File: src/rtl/case4_sweep_ctrl.sv
// Exhaustive 128-vector sweep controller for the 7-input/3-output case4 block.
// Drives each vector, waits SETTLE cycles, then grades the responses.
module case4_sweep_ctrl #(
    parameter int unsigned SETTLE = 1
) (
    input  logic       clk,
    input  logic       rst,
    input  logic       start,
    input  logic       abort,
    output logic [6:0] dut_in,
    input  logic       dut_x,
    input  logic       dut_y,
    input  logic       dut_z,
    output logic       busy,
    output logic       done,
    output logic       pass,
    output logic [7:0] err_count,
    output logic [6:0] first_fail,
    output logic       first_fail_valid
);

    typedef enum logic [1:0] {IDLE, HOLD, SAMPLE, DONE} state_t;

    localparam logic [3:0] SETTLE_L = 4'(SETTLE);

    state_t     state, state_nx;
    logic [3:0] cnt, cnt_nx;
    logic [6:0] din_nx;
    logic [7:0] err_nx;
    logic [6:0] ff_nx;
    logic       ffv_nx;
    logic       pass_nx;

    logic gold_x, gold_y, gold_z;
    logic miss;

    // Bit order {a,b,c,d,e,f,g} = dut_in[6:0]
    assign gold_x = dut_in[6] & dut_in[5] & dut_in[2];
    assign gold_y = ~(dut_in[5] & dut_in[3] & dut_in[2]);
    assign gold_z = ~(&dut_in[4:0]);
    assign miss   = (dut_x != gold_x) | (dut_y != gold_y) | (dut_z != gold_z);

    assign busy = (state != IDLE);
    assign done = (state == DONE);

    always_comb begin
        state_nx = state;
        cnt_nx   = cnt;
        din_nx   = dut_in;
        err_nx   = err_count;
        ff_nx    = first_fail;
        ffv_nx   = first_fail_valid;
        pass_nx  = pass;
        unique case (state)
            IDLE: begin
                if (start && !abort) begin
                    state_nx = HOLD;
                    cnt_nx   = SETTLE_L;
                    din_nx   = '0;
                    err_nx   = '0;
                    ff_nx    = '0;
                    ffv_nx   = 1'b0;
                    pass_nx  = 1'b0;
                end
            end
            HOLD: begin
                if (abort) begin
                    state_nx = IDLE;
                end else if (cnt <= 4'd1) begin
                    state_nx = SAMPLE;
                end else begin
                    cnt_nx = cnt - 4'd1;
                end
            end
            SAMPLE: begin
                // An aborted sample is dropped, so partial results stay intact
                if (abort) begin
                    state_nx = IDLE;
                end else begin
                    if (miss) begin
                        err_nx = err_count + 8'd1;
                        if (!first_fail_valid) begin
                            ff_nx  = dut_in;
                            ffv_nx = 1'b1;
                        end
                    end
                    if (dut_in != 7'h7F) begin
                        din_nx   = dut_in + 7'd1;
                        cnt_nx   = SETTLE_L;
                        state_nx = HOLD;
                    end else begin
                        state_nx = DONE;
                        pass_nx  = (err_count == 8'd0) && !miss;
                    end
                end
            end
            DONE: begin
                state_nx = IDLE;
            end
            default: begin
                state_nx = IDLE;
            end
        endcase
    end

    always_ff @(posedge clk) begin
        if (rst) begin
            state            <= IDLE;
            cnt              <= '0;
            dut_in           <= '0;
            err_count        <= '0;
            first_fail       <= '0;
            first_fail_valid <= 1'b0;
            pass             <= 1'b0;
        end else begin
            state            <= state_nx;
            cnt              <= cnt_nx;
            dut_in           <= din_nx;
            err_count        <= err_nx;
            first_fail       <= ff_nx;
            first_fail_valid <= ffv_nx;
            pass             <= pass_nx;
        end
    end

endmodule

File: config.mk
export PLATFORM = sky130hd
export DESIGN_NAME = case4_sweep_ctrl
export DESIGN_NICKNAME = d
export VERILOG_FILES = /design/src/rtl/case4_sweep_ctrl.sv
export SDC_FILE = /design/constraint.sdc
export NUM_CORES = 1
export LEC_CHECK = 0
export BUFFER_PORTS_ARGS = -buffer_cell sky130_fd_sc_hd__buf_2
export CELL_PAD_IN_SITES_DETAIL_PLACEMENT = 1
export CELL_PAD_IN_SITES_GLOBAL_PLACEMENT = 1
export CORE_MARGIN = 5
export CORE_UTILIZATION = 25
export CTS_CLUSTER_DIAMETER = 40
export DETAILED_ROUTE_END_ITERATION = 7
export PLACE_DENSITY = 0.57
export SETUP_SLACK_MARGIN = 0.02
export SLEW_MARGIN = 10
export SYNTH_ARGS = -nofsm -noshare
export SYNTH_HDL_FRONTEND = slang
export SYNTH_SLANG_ARGS = --single-unit
File: constraint.sdc
create_clock -name clk -period 3.05 [get_ports clk]
set_input_delay 0 -clock clk [delete_from_list [all_inputs] [get_ports clk]]
set_output_delay 0 -clock clk [all_outputs]
set_load 0.05 [all_outputs]
==> impl_metrics.toml, run 1 <==
[final_layout]
layout-drive-gt1-share_pct = 21.0
n_antenna_cell = 0
mostFrequentLayoutCells = "32 x buf_2, 30 x dfxtp_1, 20 x nor2_1"
fillerInstances = 733
regArea_sq_um = 601
multi_input_comb_area_sq_um = 870
layout_commonest_cell = "buf_2"
num-nets-final = 231
area_growth_pct = 18.9

[clock_network]
cts_inserted_buffers = 5
post_cts_buffers = 0
htree_num_levels = 2
number_of_buffers_between_clock_root_and_the_deepest_sink = 2
clock_sinks = 30
cts_root_buf = "clkbuf_8"
cts_tree = "yes"
clkSlewWorstSetupHoldPaths_ns = 0.07
worst_skew_pair.late_latency_ns = 0.28

[power_and_ir_drop]
p_int_w = 0.000596
gate_power_share_pct = 7.7
cellLeakagePower_nw = 0.781
switching_power_w = 0.000203
power.share.clock_pct = 42.3
seqPwrFrac_pct = 50.1
fin_total_pwr_w = 0.000799
switching_share_pct = 25.4
max_ir_drop_vdd_mv = 0.159
pwrdens_nw_per_um2 = 428

[yosys]
seq_area_frac_synth_pct = 38.2
avgSynthCellArea_sq_um = 8.49
synth-simple-area-share_pct = 28.1
synth_compound_area_share_pct = 19.1
syn-instance-count = 185
synthAdderAreaFrac_pct = 4.78
synth.yosys.warnings = 0
ys_seq_elements = 30
largest_family_of_logic_cells_by_synthesized_area = "simple AND/OR/NAND/NOR gates"
synth.distinct_cells = 43
mappedNetlistNets = 198
ys.flop_type = "dfxtp_1"
synth.mux.area_fraction_pct = 0
synth_area_sq_um = 1570
xor_xnor_share_of_the_synthesized_area_pct = 3.35
share_of_flip_flops_with_an_asynchronous_set_or_reset_pct = 0
synth-edff-count = 0

[placed_design]
detailed_place_hpwl_um = 3330
placement.io_buffers = 32
gp_congestion = 0.761

[worst_setup_path]
cp_data_required_time_ns = 3.22
worst_path_dominant_cell_family = "simple AND/OR/NAND/NOR gates"
timing.critical_path.arrival_ns = 2.63
critical_path_buf_inv_count = 0
critical_path.max_stage_delay_ns = 0.49
crit_path_max_fanout = 8
setup_crit_path_kind = "reg2reg"
r2r.worst_path.cells = 8
cp_cell_sequence = "ha_1, and3_1, ha_1, xnor2_1, a221o_1, or3_1, and4_4, a22o_1"
worst_path_max_delay_cell = "or3_1"
number_of_cells_on_the_critical_path = 8
end_kind = "register"
worst_path_most_repeated_cell = "ha_1"
start_kind = "register"

[floorplan]
die_w_um = 89.3
floorplan.initialDensity_pct = 26.1
core_region_area_sq_um = 6030
dieArea_sq_um = 7970
ioPinCount = 33
rows = 28
floorplan.die.height_um = 89.3

[route]
iter_0_drt_violations = 65
post_drt_wl_per_cell_um = 15.7
drt-pass1-iter-count = 4
num_vias = 1473
totalWireLength_um = 4620
ant_nets = 0
drt-vias-per-instance = 5.01
drc = 0

[worst_hold_path]
min_path_type = "in2reg"
worst_hold_path_depth = 2

[sta]
slew-limit-headroom_pct = 42.4
grt_setup_unrepaired = "no"
finalCritPeriodShare_pct = 80.6
final.setup_skew_ns = 0.00299
tightestPinTransition_ns = 0.850
timing.setup.tns_ns = 0
post-route-min-period_ns = 2.46
setup_viol = 0
timing.final.hold_violations = 0
fmaxAchievable_mhz = 407
final_max_slew_viol_count = 0

[global_routing]
antenna_violations_before_repair = 0
global_route.usage.total_pct = 12.6
grt_pass1_vias = 1500
grt_first_pass_wirelength_um = 7720
globalRouteOverflowTotal = 0
maximum_number_of_pins_on_one_net_before_global_route_repair = 20

[run_status]
run_status = "finished, final reports clean"

[run]
max-cap-violations = 0
-- worst reg2reg max path, stage by stage (launching register included) --
cell and delay (ns):
dfxtp_1 0.35, ha_1 0.23, and3_1 0.23, ha_1 0.20, xnor2_1 0.14, a221o_1 0.28, or3_1 0.49, and4_4 0.26
a22o_1 0.18
-- registers in the layout, indices dropped and copies added, names as in the netlist --
register          cells
err_count             8
cnt                   4
first_fail            7
pass                  1
dut_in                7
first_fail_valid      1
state                 2
-- stage by stage --
| step | hold slack [ns] | setup WS (ns) | cell area (sq um) | std cells | utilization [%] |
|---|---|---|---|---|---|
| 2_1_floorplan | 0.0793 | 0.376 | 1570 | 185 | - |
| 3_3_place_gp | 0.269 | 0.647 | 1770 | 285 | 29.3 |
| 3_5_place_dp | 0.269 | 0.606 | 1770 | 285 | 29.3 |
| 4_1_cts | 0.113 | 0.584 | 1870 | 294 | 31.0 |
| 5_1_grt | 0.140 | 0.459 | 1870 | 294 | 31.0 |
| 6_report | 0.114 | 0.592 | 1870 | 294 | 31.0 |
-- power groups by stage --
stage	registers, W	clock network (W)	logic [W]
after floorplan	0.000409	0	0.0000431
after global placement	0.000409	0	0.0000602
after detailed placement	0.000409	0	0.0000609
after CTS	0.000400	0.000351	0.0000623
after global routing	0.000401	0.000369	0.0000690
final	0.000400	0.000338	0.0000614
-- layout make-up --
class	count	share of cell area [%]
inverter	9	1.81
clock buffer	7	4.62
multi-input combinational	138	46.6
sequential	30	32.2
tap	75	5.03
clock inverter	1	0.268
timing repair buffer	34	9.52
-- timing repair --
action                    4_1_cts  5_1_grt
resized for setup               0        0
hold buffers                    1        0
hold endpoints to repair        1        0
-- metal layers --
metal | GRT usage [%] | up-vias | share of wire (%)
met5 | 0 | - | 0
met4 | 4.06 | 0 | 0.80
met3 | 3.04 | 5 | 4.3
met2 | 18.6 | 29 | 44
met1 | 17.9 | 700 | 51
li1 | - | 739 | -
-- cell usage after synthesis, types with 5 or more instances --
library cell	instances	area, sq um
nor3_1	5	25.0
nand2b_1	5	31.3
inv_1	9	33.8
and3_1	6	37.5
nand4_1	7	43.8
a22o_1	7	61.3
nand2_1	11	41.3
a21oi_1	10	50.1
nand3_1	9	45.0
nor2_1	20	75.1
a31oi_1	6	37.5
ha_1	6	75.1
dfxtp_1	30	601
-- cells by family after synthesis --
logic type,count (synthesis)
buffers and inverters,17
adders and majority gates,6
xor gates and xnor gates,6
DFF,30
and+or+nand+nor,83
AOI/OAI and AO/OA,43
-- worst paths after layout --
check / startpoint / end / slack [ns]
worst max register to register: dut_in[0]$_SDFFE_PP0P_ / first_fail[2]$_SDFFE_PP0P_ / 0.59
worst max-delay path: dut_in[0]$_SDFFE_PP0P_ / first_fail[2]$_SDFFE_PP0P_ / 0.59
worst min register to register: first_fail[0]$_SDFFE_PP0P_ / first_fail[0]$_SDFFE_PP0P_ / 0.48
worst min-delay path: rst / cnt[1]$_SDFFE_PP0P_ / 0.11
Power figures use the tool's default switching activity.
==> inputs of run 2 (changes only) <==
==> constraint.sdc (replaced) <==
create_clock -name clk -period 2.6 [get_ports clk]
set_input_delay 0 -clock clk [delete_from_list [all_inputs] [get_ports clk]]
set_output_delay 0 -clock clk [all_outputs]
set_load 0.05 [all_outputs]
==> impl_metrics.toml, run 2 (same netlist as run 1, synthesis figures left out) <==
[sta]
whs_ns = 0.0960
setup_viol = 0
slew-limit-headroom_pct = 46.9
fmaxAchievable_mhz = 423
timing.setup.tns_ns = 0
tightestPinTransition_ns = 0.784
finalCritPeriodShare_pct = 91.0
grt_setup_unrepaired = "no"
finalWorstSetupSlack_ns = 0.235
final_max_slew_viol_count = 0
post-route-min-period_ns = 2.37
timing.final.hold_violations = 0
final.setup_skew_ns = 0.00271

[worst_setup_path]
timing.critical_path.arrival_ns = 2.54
last_element_of_the_critical_path = "first_fail[6]$_SDFFE_PP0P_"
start_kind = "register"
ff2ff_setup_slack_ns = 0.23
rr_endpoint = "first_fail[6]$_SDFFE_PP0P_"
setup.worst_path.start = "dut_in[0]$_SDFFE_PP0P_"
end_kind = "register"
cp_data_required_time_ns = 2.78
crit_path_max_fanout = 8
r2r.worst_path.cells = 8
setup_crit_path_kind = "reg2reg"
critical_path.reg2reg.startpoint = "dut_in[0]$_SDFFE_PP0P_"

[floorplan]
floorplan.die.height_um = 89.3
die_w_um = 89.3
floorplan.initialDensity_pct = 26.1
core_region_area_sq_um = 6030
dieArea_sq_um = 7970
rows = 28
ioPinCount = 33

[final_layout]
reg_top3 = "err_count x8, dut_in x7, first_fail x7"
regArea_sq_um = 603
multi_input_comb_area_sq_um = 875
fillerInstances = 749
instances_no_fill = 296
num-nets-final = 233
mostFrequentLayoutCells = "32 x buf_2, 28 x dfxtp_1, 20 x nor2_1"
largest_register_ff_count = 8
layout-drive-gt1-share_pct = 23.1
layout_commonest_cell = "buf_2"
top_register_by_number_of_flip_flops = "err_count"
n_antenna_cell = 0
area_growth_pct = 20.3

[power_and_ir_drop]
max_ir_drop_vdd_mv = 0.186
cellLeakagePower_nw = 0.795
pwrdens_nw_per_um2 = 498

[global_routing]
grt_most_used_layer = "met2"
globalRouteOverflowTotal = 0
grt_first_pass_wirelength_um = 7680
met1_global_route_usage_pct = 17.3
maximum_number_of_pins_on_one_net_before_global_route_repair = 20
groute.layer.met3.usage_pct = 3.23
grt_pass1_vias = 1499
antenna_violations_before_repair = 0
global_route.usage.total_pct = 12.7
grt_util_met2_pct = 19.2

[clock_network]
number_of_buffers_between_clock_root_and_the_deepest_sink = 2
clkSlewWorstSetupHoldPaths_ns = 0.07
cts_inserted_buffers = 5
post_cts_buffers = 0
worst_skew_pair.late_latency_ns = 0.28
clock_sinks = 30
cts_tree = "yes"
htree_num_levels = 2
cts_root_buf = "clkbuf_8"

[route]
drt-vias-per-instance = 5.10
drc = 0
drt-pass1-iter-count = 4
iter_0_drt_violations = 46
totalWireLength_um = 4660
post_drt_wl_per_cell_um = 15.8
num_vias = 1511
ant_nets = 0

[run]
max-cap-violations = 0

[worst_hold_path]
worst_hold_path_depth = 2
min_path_type = "in2reg"

[placed_design]
dpl.cell_count = 287
gp_congestion = 0.783
detailed_place_hpwl_um = 3420
placement.io_buffers = 32
place_worst_setup_slack_ns = 0.160

[run_status]
run_status = "finished, final reports clean"
[run 2: report_power, final]
part / internal [W] / switching (W)
Sequential: 0.000463 / 0.00000601
Combinational: 0.0000226 / 0.0000503
Clock: 0.000213 / 0.000184
[run 2: cell type report]
| type | instances | area share (%) |
|---|---|---|
| Clock inverter | 1 | 0.265 |
| Clock buffer | 7 | 4.57 |
| Sequential cell | 30 | 31.9 |
| Timing Repair Buffer | 36 | 10.2 |
| Multi-Input combinational cell | 138 | 46.3 |
| Tap cell | 75 | 4.97 |
| Inverter | 9 | 1.79 |
[run 2: worst max-delay path, stage by stage, from the launching register on]
cell     delay [ns]
dfxtp_2        0.35
ha_1           0.21
and3_1         0.22
ha_1           0.20
xnor2_1        0.14
a221o_1        0.28
or3_4          0.43
and4_4         0.23
a22o_1         0.19
[run 2: repair_timing]
item,in CTS,in global routing
endpoints found under the hold margin,1,0
hold buffers,1,0
setup endpoints to repair,0,3
resized for setup,0,1
[run 2: worst min path at each step]
stage | from | end | slack [ns]
6_report | rst | cnt[1]$_SDFFE_PP0P_ | 0.1
5_1_grt | rst | cnt[1]$_SDFFE_PP0P_ | 0.13
4_1_cts | rst | cnt[1]$_SDFFE_PP0P_ | 0.1
3_5_place_dp | abort | state[1]$_SDFFE_PP0P_ | 0.28
3_3_place_gp | abort | state[1]$_SDFFE_PP0P_ | 0.27
2_1_floorplan | abort | state[1]$_SDFFE_PP0P_ | 0.08
[run 2: metal layers]
metal / routed length [um] / vias up / part of all wire (%)
met5: 0 / - / 0
met4: 48 / 0 / 1.0
met3: 225 / 6 / 4.8
met2: 2040 / 31 / 44
met1: 2340 / 725 / 50
li1: - / 749 / -
[run 2: per-stage QoR]
step / total power [W] / util, % / instance area (sq um)
6_report: 0.000940 / 31.4 / 1890
2_1_floorplan: 0.000531 / - / 1570
4_1_cts: 0.000948 / 31.3 / 1880
3_5_place_dp: 0.000551 / 29.6 / 1780
3_3_place_gp: 0.000551 / 29.6 / 1780
5_1_grt: 0.000973 / 31.4 / 1890
